### src/rtl/seq_csla_multiplier.sv
// Sequential shift-add multiplier: one partial product per cycle through a single
// carry-select adder that can run exact or with an approximate low block.

module param_csla #(
  parameter int W      = 8,
  parameter int APPROX = 0,
  parameter int BLK    = 4
) (
  input  logic [W-1:0] a,
  input  logic [W-1:0] b,
  input  logic         cin,
  output logic [W-1:0] sum,
  output logic         cout
);
  localparam int NB = (W + BLK - 1) / BLK;

  logic [NB:0] c;
  assign c[0] = cin;
  assign cout = c[NB];

  for (genvar i = 0; i < NB; i++) begin : g_blk
    localparam int LO = i * BLK;
    localparam int BW = (W - LO < BLK) ? (W - LO) : BLK;
    if (APPROX != 0 && i == 0 && NB > 1) begin : g_apx
      // Lower block is an OR-adder; its carry is guessed from the top bit pair only.
      assign sum[LO +: BW] = a[LO +: BW] | b[LO +: BW] | {{(BW-1){1'b0}}, c[i]};
      assign c[i+1]        = a[LO+BW-1] & b[LO+BW-1];
    end else begin : g_sel
      logic [BW:0] s0, s1;
      assign s0 = {1'b0, a[LO +: BW]} + {1'b0, b[LO +: BW]};
      assign s1 = {1'b0, a[LO +: BW]} + {1'b0, b[LO +: BW]} + {{BW{1'b0}}, 1'b1};
      assign {c[i+1], sum[LO +: BW]} = c[i] ? s1 : s0;
    end
  end
endmodule

module seq_csla_multiplier #(
  parameter int WIDTH  = 8,
  parameter int APPROX = 1
) (
  input  logic               clk,
  input  logic               rst,
  input  logic               start,
  input  logic [WIDTH-1:0]   a,
  input  logic [WIDTH-1:0]   b,
  output logic               in_ready,
  output logic               busy,
  output logic               out_valid,
  input  logic               out_ready,
  output logic [2*WIDTH-1:0] product,
  output logic               cg_en
);
  localparam int CW = $clog2(WIDTH);

  typedef enum logic [1:0] {IDLE, RUN, DONE} state_t;

  state_t           state;
  logic [WIDTH-1:0] mcand, hi, lo, sum;
  logic             cout_reg, cout;
  logic [CW-1:0]    cnt;
  logic             cout_n;
  logic [WIDTH-1:0] hi_n, lo_n;

  param_csla #(.W(WIDTH), .APPROX(APPROX)) u_add (
    .a(hi), .b(mcand), .cin(1'b0), .sum(sum), .cout(cout)
  );

  // Capture-then-shift of {cout_reg, hi, lo}; the vacated top bit is always zero.
  always_comb begin
    if (lo[0]) {cout_n, hi_n, lo_n} = {1'b0, cout, sum, lo[WIDTH-1:1]};
    else       {cout_n, hi_n, lo_n} = {1'b0, cout_reg, hi, lo[WIDTH-1:1]};
  end

  assign in_ready  = (state == IDLE);
  assign busy      = (state == RUN);
  assign out_valid = (state == DONE);
  assign cg_en     = (state == RUN) && lo[0];

  always_ff @(posedge clk or posedge rst) begin
    if (rst) begin
      state    <= IDLE;
      mcand    <= '0;
      hi       <= '0;
      lo       <= '0;
      cout_reg <= 1'b0;
      cnt      <= '0;
      product  <= '0;
    end else begin
      case (state)
        IDLE: if (start) begin
          if (a == '0 || b == '0) begin
            product <= '0;
            state   <= DONE;
          end else begin
            mcand    <= a;
            hi       <= '0;
            lo       <= b;
            cout_reg <= 1'b0;
            cnt      <= '0;
            state    <= RUN;
          end
        end
        RUN: begin
          hi       <= hi_n;
          lo       <= lo_n;
          cout_reg <= cout_n;
          cnt      <= cnt + 1'b1;
          if (cnt == CW'(WIDTH - 1)) begin
            product <= {hi_n, lo_n};
            state   <= DONE;
          end
        end
        DONE: if (out_ready) state <= IDLE;
        default: state <= IDLE;
      endcase
    end
  end
endmodule
### config.mk
export PLATFORM = sky130hd
export DESIGN_NAME = seq_csla_multiplier
export DESIGN_NICKNAME = d
export VERILOG_FILES = /design/src/rtl/seq_csla_multiplier.sv
export SDC_FILE = /design/constraint.sdc
export NUM_CORES = 1
export LEC_CHECK = 0
export ABC_AREA = 1
export ABC_CLOCK_PERIOD_IN_PS = 3670
export CAP_MARGIN = 20
export CORE_MARGIN = 2
export CORE_UTILIZATION = 56
export DETAILED_ROUTE_END_ITERATION = 10
export GPL_TIMING_DRIVEN = 0
export PLACE_DENSITY = 0.84
export SYNTH_ARGS = -nofsm -noshare
export SYNTH_HDL_FRONTEND = slang
export SYNTH_SLANG_ARGS = --single-unit
export TNS_END_PERCENT = 50
### constraint.sdc
create_clock -name clk -period 3.67 [get_ports clk]
set_input_delay 0.734 -clock clk [delete_from_list [all_inputs] [get_ports clk]]
set_output_delay 0.734 -clock clk [all_outputs]
set_load 0.03 [all_outputs]
* Yosys cells after proc, flatten, opt, wreduce, memory -nomap -nowiden
Cells that the tools add are included.
** Word-level totals
- Bits in registers :: 46
- Latch bits :: 0
- Bits in writable memories :: 0
- ROM bits :: 0
- Input bits :: 20
- Output and inout bits :: 20
- Word-level logic and storage cells :: 55
- Memories kept :: 0
** Operators by class
- $add $sub $neg :: 3
- Multipliers :: 0
- Div/mod/pow operators :: 0
- Magnitude comparators :: 0
- Eq/ne operators :: 8
- Shift operators :: 0
- Mux-type cells :: 24
- Bitwise gates (word level) :: 3
- Reduce and logical (&&, ||, !) cells :: 10
** Operators by type and width (count)
- $mux W16 :: 3
- $mux W8 :: 6
- $pmux W16 S2 :: 1
- $pmux W8 S2 :: 2
- $logic_not A8 Y1 :: 2
- $reduce_and A3 Y1 :: 3
- $mux W2 :: 4
- $mux W3 :: 2
- $ne A2 B1 Y1 const B :: 3
- $pmux W2 S3 :: 1
- $pmux W3 S2 :: 1
- $add A4 B4 Y5 :: 1
- $add A5 B1 Y5 const B :: 1
- $mux W5 :: 1
- $ne A2 B2 Y1 const B :: 2
- $or A4 B4 Y4 :: 1
- $reduce_and A4 Y1 :: 1
- $add A3 B1 Y3 const B :: 1
- $eq A3 B3 Y1 const B :: 1
- $eq A2 B1 Y1 const B :: 1
- $eq A2 B2 Y1 const B :: 1
- $logic_not A2 Y1 :: 1
- $mux W1 :: 2
- $pmux W1 S2 :: 1
- other kinds (5) :: 5

* Logic depth before layout (Yosys ltp)
Gate-level depths: netlist (run 1).
- Depth after elaboration :: 6
- Depth in mapped cells :: 13
- Gate-level depth less buffers :: 13

* Hierarchy
From an unflattened synthesis (run 1), not the netlist that was laid out.
** Second synthesis, totals
- Cells, all modules :: 349
- Area total of the unflattened synthesis :: 2577.5 µm²
** Modules (own cells, without submodules)
- seq_csla_multiplier :: times used 1, cells an instance 296, area an instance 2253.4 µm², seq. area each 1126.1 µm²
- param_csla :: times used 1, cells an instance 53, area an instance 324.1 µm², seq. area each 0.0 µm²

* Least setup slack after synthesis (run 1)
OpenSTA, ideal clock, no wires.
- Kind :: reg-to-reg
- From :: register hi[4]
- To :: register product[12]
- Setup time :: 0.124 ns
- Arrival time :: 1.803 ns
- Required time :: 3.546 ns
- Path slack :: 1.743 ns
- Cell stages (with the launch flop) :: 10
- Path buffers :: 0
- Period minus slack after synthesis :: 1.927 ns
- Cell sequence :: dfrtp_1 ha_1 inv_1 fa_1 inv_1 ha_1 o21ai_0 a21oi_1 o21ai_0 o21ai_1
** Between the ends
- Word-level cells in the longest chain between the ends :: 6
** Ends and longest elaborated chain
- start: declaration :: line 58 : logic [WIDTH-1:0] mcand, hi, lo, sum;
- start signal: assignment :: line 104 : hi <= hi_n;
- $add A4 B4 Y5 (*) :: line 30, 31
- $add A5 B1 Y5 :: line 31 : assign s1 = {1'b0, a[LO +: BW]} + {1'b0, b[LO +: BW]} + {{BW{1'b0}}, 1'b1};
- $mux W5 (*) :: line 32 : assign {c[i+1], sum[LO +: BW]} = c[i] ? s1 : s0;
- $mux W8 (*) :: line 70 : if (lo[0]) {cout_n, hi_n, lo_n} = {1'b0, cout, sum, lo[WIDTH-1:1]};
- $mux W16 (*) :: line 108 : if (cnt == CW'(WIDTH - 1)) begin
- $pmux W16 S2 (*) :: line 89 : case (state)
- end signal: assignment :: line 109 : product <= {hi_n, lo_n};
- end: declaration :: line 50 : output logic [2*WIDTH-1:0] product,
Every way passes the cells marked *; elsewhere a longest branch is shown, timed or not. The select of a mux whose other input is x is not followed.
A chain may end at the register's enable or synchronous reset.

* Final worst setup path (run 1)
- From :: register state[1]
- To :: output port busy
** Between the ends
- Word-level cells in the longest chain between the ends :: 1
** Ends and longest elaborated chain
- start: declaration :: line 57 : state_t state;
- start signal: assignment :: line 81 : state <= IDLE;
- start signal: assignment :: line 93 : state <= DONE;
- start signal: assignment :: line 100 : state <= RUN;
- $eq A2 B1 Y1 :: line 75 : assign busy = (state == RUN);
- end: declaration :: line 47 : output logic busy,
No other way between the ends.

==> results of run 1 <==
## power by group
| group | leakage [nW] | internal [mW] | switching (mW) | total, mW |
|---|---|---|---|---|
| logic | 0.738 | 0.426 | 0.734 | 1.16 |
| registers | 0.587 | 0.679 | 0.112 | 0.791 |
| clock network | 0.0574 | 0.221 | 0.166 | 0.387 |
## path summary, 6_finish.rpt
check | startpoint | to | cells past startpoint
max | state[1]$_DFFE_PP0P_ | busy | 5
min | cnt[0]$_DFFE_PP0P_ | cnt[0]$_DFFE_PP0P_ | 1
max reg2reg | hi[4]$_DFFE_PP0P_ | hi[4]$_DFFE_PP0P_ | 9
min reg2reg | cnt[0]$_DFFE_PP0P_ | cnt[0]$_DFFE_PP0P_ | 1
max in group asynchronous | rst | product[14]$_DFFE_PP0P_ | 2
min in group asynchronous | rst | product[4]$_DFFE_PP0P_ | 2
## worst register-to-register path: stages, from the launching register on
cell	delay [ps]
dfrtp_1	380
ha_1	180
inv_1	60
fa_1	520
inv_1	50
ha_1	270
o21ai_0	150
a21oi_1	50
o21ai_0	310
nand2_1	100
## layer usage
layer | track usage | vias to the layer above
met2 | 0.3950 | 69
met3 | 0.04899 | 11
li1 | - | 981
met4 | 0.09949 | 0
met1 | 0.3337 | 899
met5 | 0 | -
## flip-flops by register name, indices dropped and copies added, names as in the netlist
signal,cells
product,16
hi,8
lo,8
mcand,8
cnt,3
state,2
## area by class of cell
cell class / instances / area (µm²)
sequential: 45 / 1126
clock buffer: 6 / 82.58
tap: 48 / 60.06
inverter: 19 / 71.32
multi-input combinational: 195 / 950.9
timing repair buffer: 38 / 380.4
buffer: 11 / 66.31
fill: 297 / 968.4
clock inverter: 2 / 37.54
## cells in the final DEF (no fill, tap or decap), types with 3 or more instances in the layout
cell / synthesis / layout
nand3_1: 34 / 34
buf_2: 8 / 8
nand4_1: 3 / 3
ha_1: 7 / 7
a22oi_1: 4 / 4
dfrtp_1: 45 / 45
clkdlybuf4s50_1: 0 / 38
nand2_1: 84 / 84
a21oi_1: 4 / 4
clkbuf_8: 0 / 6
o21ai_1: 13 / 13
nor2_1: 25 / 25
o211ai_1: 6 / 6
o21ai_0: 7 / 7
inv_2: 2 / 3
inv_1: 16 / 15
## kinds of logic after synthesis
kind of cell / Yosys count
xor+xnor: 2
simple gates: 150
fa+ha+maj: 8
flops: 45
compound gates: 35
buf+inv: 30
==> flow_metrics.py, run 1 <==
metrics = {
    "outcome": {
        "status": "finished, final reports clean",
    },
    "yosys": {
        "yosys.cell_types.count": 23,
        "synth.largest_area_cell": "dfrtp_1",
        "synth-xor-area-share": 0.007910,
        "netlist_top_cells_area": "dfrtp_1 (51%), nand2_1 (14%), nand3_1 (7.7%)",
        "ys_seq_elements": 45,
        "yosys-mux-area-fraction": 0,
        "synth_top_family_by_area": "simple AND/OR/NAND/NOR gates",
        "synth-adder-area-share": 0.04859,
        "yosysMostFrequentCell": "nand2_1",
        "ys_async_sr_fraction": 1.000,
        "synth.avg_cell_area_um2": 8.202,
        "synth_top_flop_cell": "dfrtp_1",
        "ys_seq_area_frac": 0.5085,
        "syn-instance-count": 270,
        "syn_nets": 298,
        "ys_warn_count": 0,
        "synth_top_cell_area_share": 0.5085,
        "synth_area_mm2": 0.002215,
        "synthTopCellsByCount": "nand2_1 (84), dfrtp_1 (45), nand3_1 (34), nor2_1 (25), inv_1 (16)",
        "synth_edf_count": 0,
        "synth_compound_area_frac": 0.09209,
        "yosys.area_share.simple": 0.2808,
    },
    "route": {
        "drt-met1-wl_um": 2192,
        "wl_um": 4751,
        "routed.top_layer": "met4",
        "drt-wirelength-per-cell_um": 13.05,
        "drc": 0,
        "drtIter0Drc": 118,
        "firstDrtPassIters": 4,
        "wl_met2_um": 2158,
        "wl_met3_um": 293,
        "routed_via_density": 5.385,
        "drtAntennaViolNets": 0,
        "vias": 1960,
    },
    "layout": {
        "postLayoutCoreUtil": 0.7413,
        "final_cell_area_mm2": 0.002775,
        "final_cells": 364,
        "drive_above_1_share": 0.08228,
        "nets": 343,
        "area_growth_pct": 25.31,
        "antennaDiodeCount": 0,
    },
    "cts": {
        "clk_latency_ps": 300,
        "cts_tree": "yes",
        "cts.clk_slew.worst_paths_ps": 80,
        "cts-htree-levels": 2,
        "cts_setup_buffers": 0,
        "cts_max_path_buffers": 2,
        "holdBufCountCts": 0,
        "clock-sinks": 45,
        "ctsResizeCount": 0,
        "clockRootBuffer": "clkbuf_8",
        "cts_made_buffers": 5,
    },
    "die": {
        "die_h_um": 66.89,
        "dieArea_mm2": 0.004474,
        "io_pins": 40,
        "core_mm2": 0.003744,
        "start_util": 0.5916,
        "die-width_um": 66.89,
        "rows": 22,
    },
    "sta": {
        "max_slew_margin": 0.4120,
        "period_needed_ps": 2751,
        "hold_violations": 0,
        "final-max-slew-violation-count": 0,
        "max_freq_ghz": 0.3635,
        "rsz0062_at_grt": "no",
        "period_share": 0.7495,
        "setup_ws_ps": 919.3,
        "tns_ps": 0,
        "worst_slew_pin_slew_ps": 880.7,
        "whs_ps": 483.2,
        "setup_violations": 0,
        "finalClockSkew_ps": 7.616,
    },
    "global_route": {
        "grt_use_total": 0.2484,
        "grt_pass1_vias": 1804,
        "antenna_found_initial": 0,
        "grt_pass1_wl_um": 8217,
        "grt_max_degree": 46,
        "overflow": 0,
    },
    "worst_setup_path": {
        "crit_path_top_delay_cell": "clkdlybuf4s50_1",
        "crit_path_max_fanout": 10,
        "crit_family": "buffers and inverters",
        "crit_arrival_ps": 2020,
        "cpPeakStageDelay_ps": 700,
        "critPathBufInv": 4,
        "path_cells": "inv_1 > nand2_2 > inv_2 > buf_2 > clkdlybuf4s50_1",
        "crit_type": "flop to primary output",
        "critPathRequiredTime_ps": 2940,
        "rrSetupSlack_ps": 1480,
        "start_kind": "flop",
        "crit_path_end_kind": "primary output",
    },
    "place": {
        "placed_area_mm2": 0.002655,
        "post-place-cells": 356,
        "gp_congestion": 0.8387,
        "io_buffers": 38,
        "dp_hpwl_um": 3641,
        "place_worst_setup_slack_ps": 1258,
    },
    "power_and_ir_drop": {
        "power.leakage_nw": 1.383,
        "total_power_mw": 2.339,
        "p_per_area_mw_per_mm2": 842.7,
        "ir_worst_vdd_mv": 0.6616,
    },
    "job": {
        "drv_cap": 0,
    },
    "worst_hold_path": {
        "min_path_type": "flop to flop",
    },
}
Power figures use the tool's default switching activity.
==> inputs of run 2 (changes only) <==
--- a/config.mk
+++ b/config.mk
@@ -6,13 +6,13 @@
 export NUM_CORES = 1
 export LEC_CHECK = 0
 export ABC_AREA = 1
-export ABC_CLOCK_PERIOD_IN_PS = 3670
+export ABC_CLOCK_PERIOD_IN_PS = 2600
 export CAP_MARGIN = 20
 export CORE_MARGIN = 2
-export CORE_UTILIZATION = 56
+export CORE_UTILIZATION = 52
 export DETAILED_ROUTE_END_ITERATION = 10
 export GPL_TIMING_DRIVEN = 0
-export PLACE_DENSITY = 0.84
+export PLACE_DENSITY = 0.79
 export SYNTH_ARGS = -nofsm -noshare
 export SYNTH_HDL_FRONTEND = slang
 export SYNTH_SLANG_ARGS = --single-unit
==> constraint.sdc (replaced) <==
create_clock -name clk -period 2.6 [get_ports clk]
set_input_delay 0.52 -clock clk [delete_from_list [all_inputs] [get_ports clk]]
set_output_delay 0.52 -clock clk [all_outputs]
set_load 0.03 [all_outputs]
==> flow_metrics.py, run 2 (synthesis gave the netlist of run 1 again) <==
metrics = {
    "cts": {
        "cts_setup_buffers": 0,
        "clk_latency_ps": 300,
        "cts_max_path_buffers": 2,
        "cts_made_buffers": 5,
        "cts.clk_slew.worst_paths_ps": 80,
        "clockRootBuffer": "clkbuf_8",
        "cts-htree-levels": 2,
        "cts_tree": "yes",
        "clock-sinks": 45,
        "holdBufCountCts": 0,
    },
    "worst_setup_path": {
        "crit_type": "flop to primary output",
        "crit_start": "state[1]$_DFFE_PP0P_",
        "critPathRequiredTime_ps": 2080,
        "start_kind": "flop",
        "crit_path_end_kind": "primary output",
        "r2r-start": "hi[4]$_DFFE_PP0P_",
        "crit_arrival_ps": 1930,
        "reg2regPathDepth": 9,
        "crit_path_max_fanout": 7,
    },
    "route": {
        "drtAntennaViolNets": 0,
        "firstDrtPassIters": 4,
        "drc": 0,
        "routed_via_density": 5.358,
        "drt-wirelength-per-cell_um": 13.28,
        "wl_um": 4861,
        "vias": 1961,
        "drtIter0Drc": 130,
    },
    "sta": {
        "final-max-slew-violation-count": 0,
        "setup_violations": 0,
        "rsz0062_at_grt": "no",
        "max_freq_ghz": 0.4088,
        "max_slew_margin": 0.4045,
        "setup_ws_ps": 154.0,
        "tns_ps": 0,
        "period_share": 0.9408,
        "worst_slew_pin_slew_ps": 891.9,
        "period_needed_ps": 2446,
        "whs_ps": 483.0,
        "finalClockSkew_ps": 7.479,
        "hold_violations": 0,
    },
    "global_route": {
        "overflow": 0,
        "global_route.usage.met1": 0.3102,
        "gr-usage-met3": 0.03779,
        "met2_usage": 0.3376,
        "antenna_found_initial": 0,
        "busiest_layer": "met2",
        "grt_pass1_wl_um": 8369,
        "grt_pass1_vias": 1799,
        "grt_max_degree": 46,
        "grt_use_total": 0.2192,
    },
    "power_and_ir_drop": {
        "power.leakage_nw": 1.384,
        "total_power_mw": 3.178,
        "p_clk_frac": 0.130,
        "intPower_mw": 1.745,
        "pwr-share-seq": 0.354,
        "combPwrFrac": 0.516,
        "ir_worst_vdd_mv": 0.7302,
        "switching_share": 0.4508,
        "p_per_area_mw_per_mm2": 1159,
        "p_sw_mw": 1.432,
    },
    "place": {
        "gp_congestion": 0.8142,
        "placed_area_mm2": 0.002658,
        "place_worst_setup_slack_ps": 386.6,
        "dp_hpwl_um": 3701,
        "io_buffers": 38,
    },
    "worst_hold_path": {
        "worst_hold_path.num_cells": 1,
        "min_path_type": "flop to flop",
        "hp-start": "cnt[0]$_DFFE_PP0P_",
    },
    "layout": {
        "fill_cells": 356,
        "ff_latch_area_mm2": 0.001126,
        "layout_commonest_cell": "nand2_1",
        "drive_above_1_share": 0.07911,
        "nets": 343,
        "antennaDiodeCount": 0,
        "regMostFlops": "product",
        "multi_input_area_um2": 950.9,
        "layout_common_cells": "nand2_1 (84), dfrtp_1 (45), clkdlybuf4s50_1 (37), nand3_1 (34), nor2_1 (25)",
        "final_cell_area_mm2": 0.002743,
        "area_growth_pct": 23.84,
        "largest_reg_flops": 16,
    },
    "die": {
        "core_mm2": 0.004058,
        "rows": 23,
        "start_util": 0.5458,
        "die_h_um": 69.26,
        "io_pins": 40,
        "dieArea_mm2": 0.004797,
        "die-width_um": 69.26,
    },
    "outcome": {
        "status": "finished, final reports clean",
    },
    "job": {
        "drv_cap": 0,
    },
}
==> run 2: cell types whose count changed in the layout (fill, tap and decap cells not counted), sizes merged <==
cell and delta:
bufinv -1, clkdlybuf4s50 -1, clkinv +2, clkinvlp -1, dlymetal6s2s +1
==> run 2: cell type report <==
class	count	share of cell area
sequential	45	0.4106
multi-input combinational	195	0.3467
timing repair buffer	38	0.1396
clock buffer	6	0.02646
inverter	19	0.02600
buffer	11	0.02418
tap	50	0.02281
clock inverter	2	0.003650
==> run 2: per-layer routing <==
metal	vias to the layer above	part of all wire
met4	0	0.014
met3	7	0.060
met1	912	0.47
met2	68	0.46
met5	-	0
li1	974	-
==> run 2: power by group through the flow <==
stage	Sequential (mW)	Clock [mW]	Combinational (mW)
floorplan	1.23	0	1.02
global placement	1.12	0	1.60
detailed placement	1.13	0	1.64
CTS	1.12	0.420	1.65
global route	1.16	0.447	1.84
finish	1.13	0.412	1.64
==> run 2: path summary, 6_finish.rpt <==
kind	end	slack, ps
setup / recovery	cg_en	150
max in group asynchronous	hi[6]$_DFFE_PP0P_	1310
hold reg to reg	cnt[0]$_DFFE_PP0P_	480
min in group asynchronous	product[4]$_DFFE_PP0P_	720
hold / removal	cnt[0]$_DFFE_PP0P_	480
setup reg to reg	hi[5]$_DFFE_PP0P_	330
==> run 2: critical path, stage by stage (launching register included) <==
cell and delay, ps:
dfrtp_1 400, inv_1 100, nand2_2 100, nor2_2 280
clkdlybuf4s50_1 730
==> run 2: through the flow <==
| step | util | std cells |
|---|---|---|
| floorplan | - | 270 |
| global placement | 0.6549 | 358 |
| detailed placement | 0.6549 | 358 |
| CTS | 0.6753 | 366 |
| global route | 0.6759 | 366 |
| finish | 0.6759 | 366 |
==> run 2: timing repair <==
item | in CTS | in global routing
endpoints found under the hold margin | 0 | 0
resized for setup | 0 | 1
setup endpoints to repair | 0 | 1
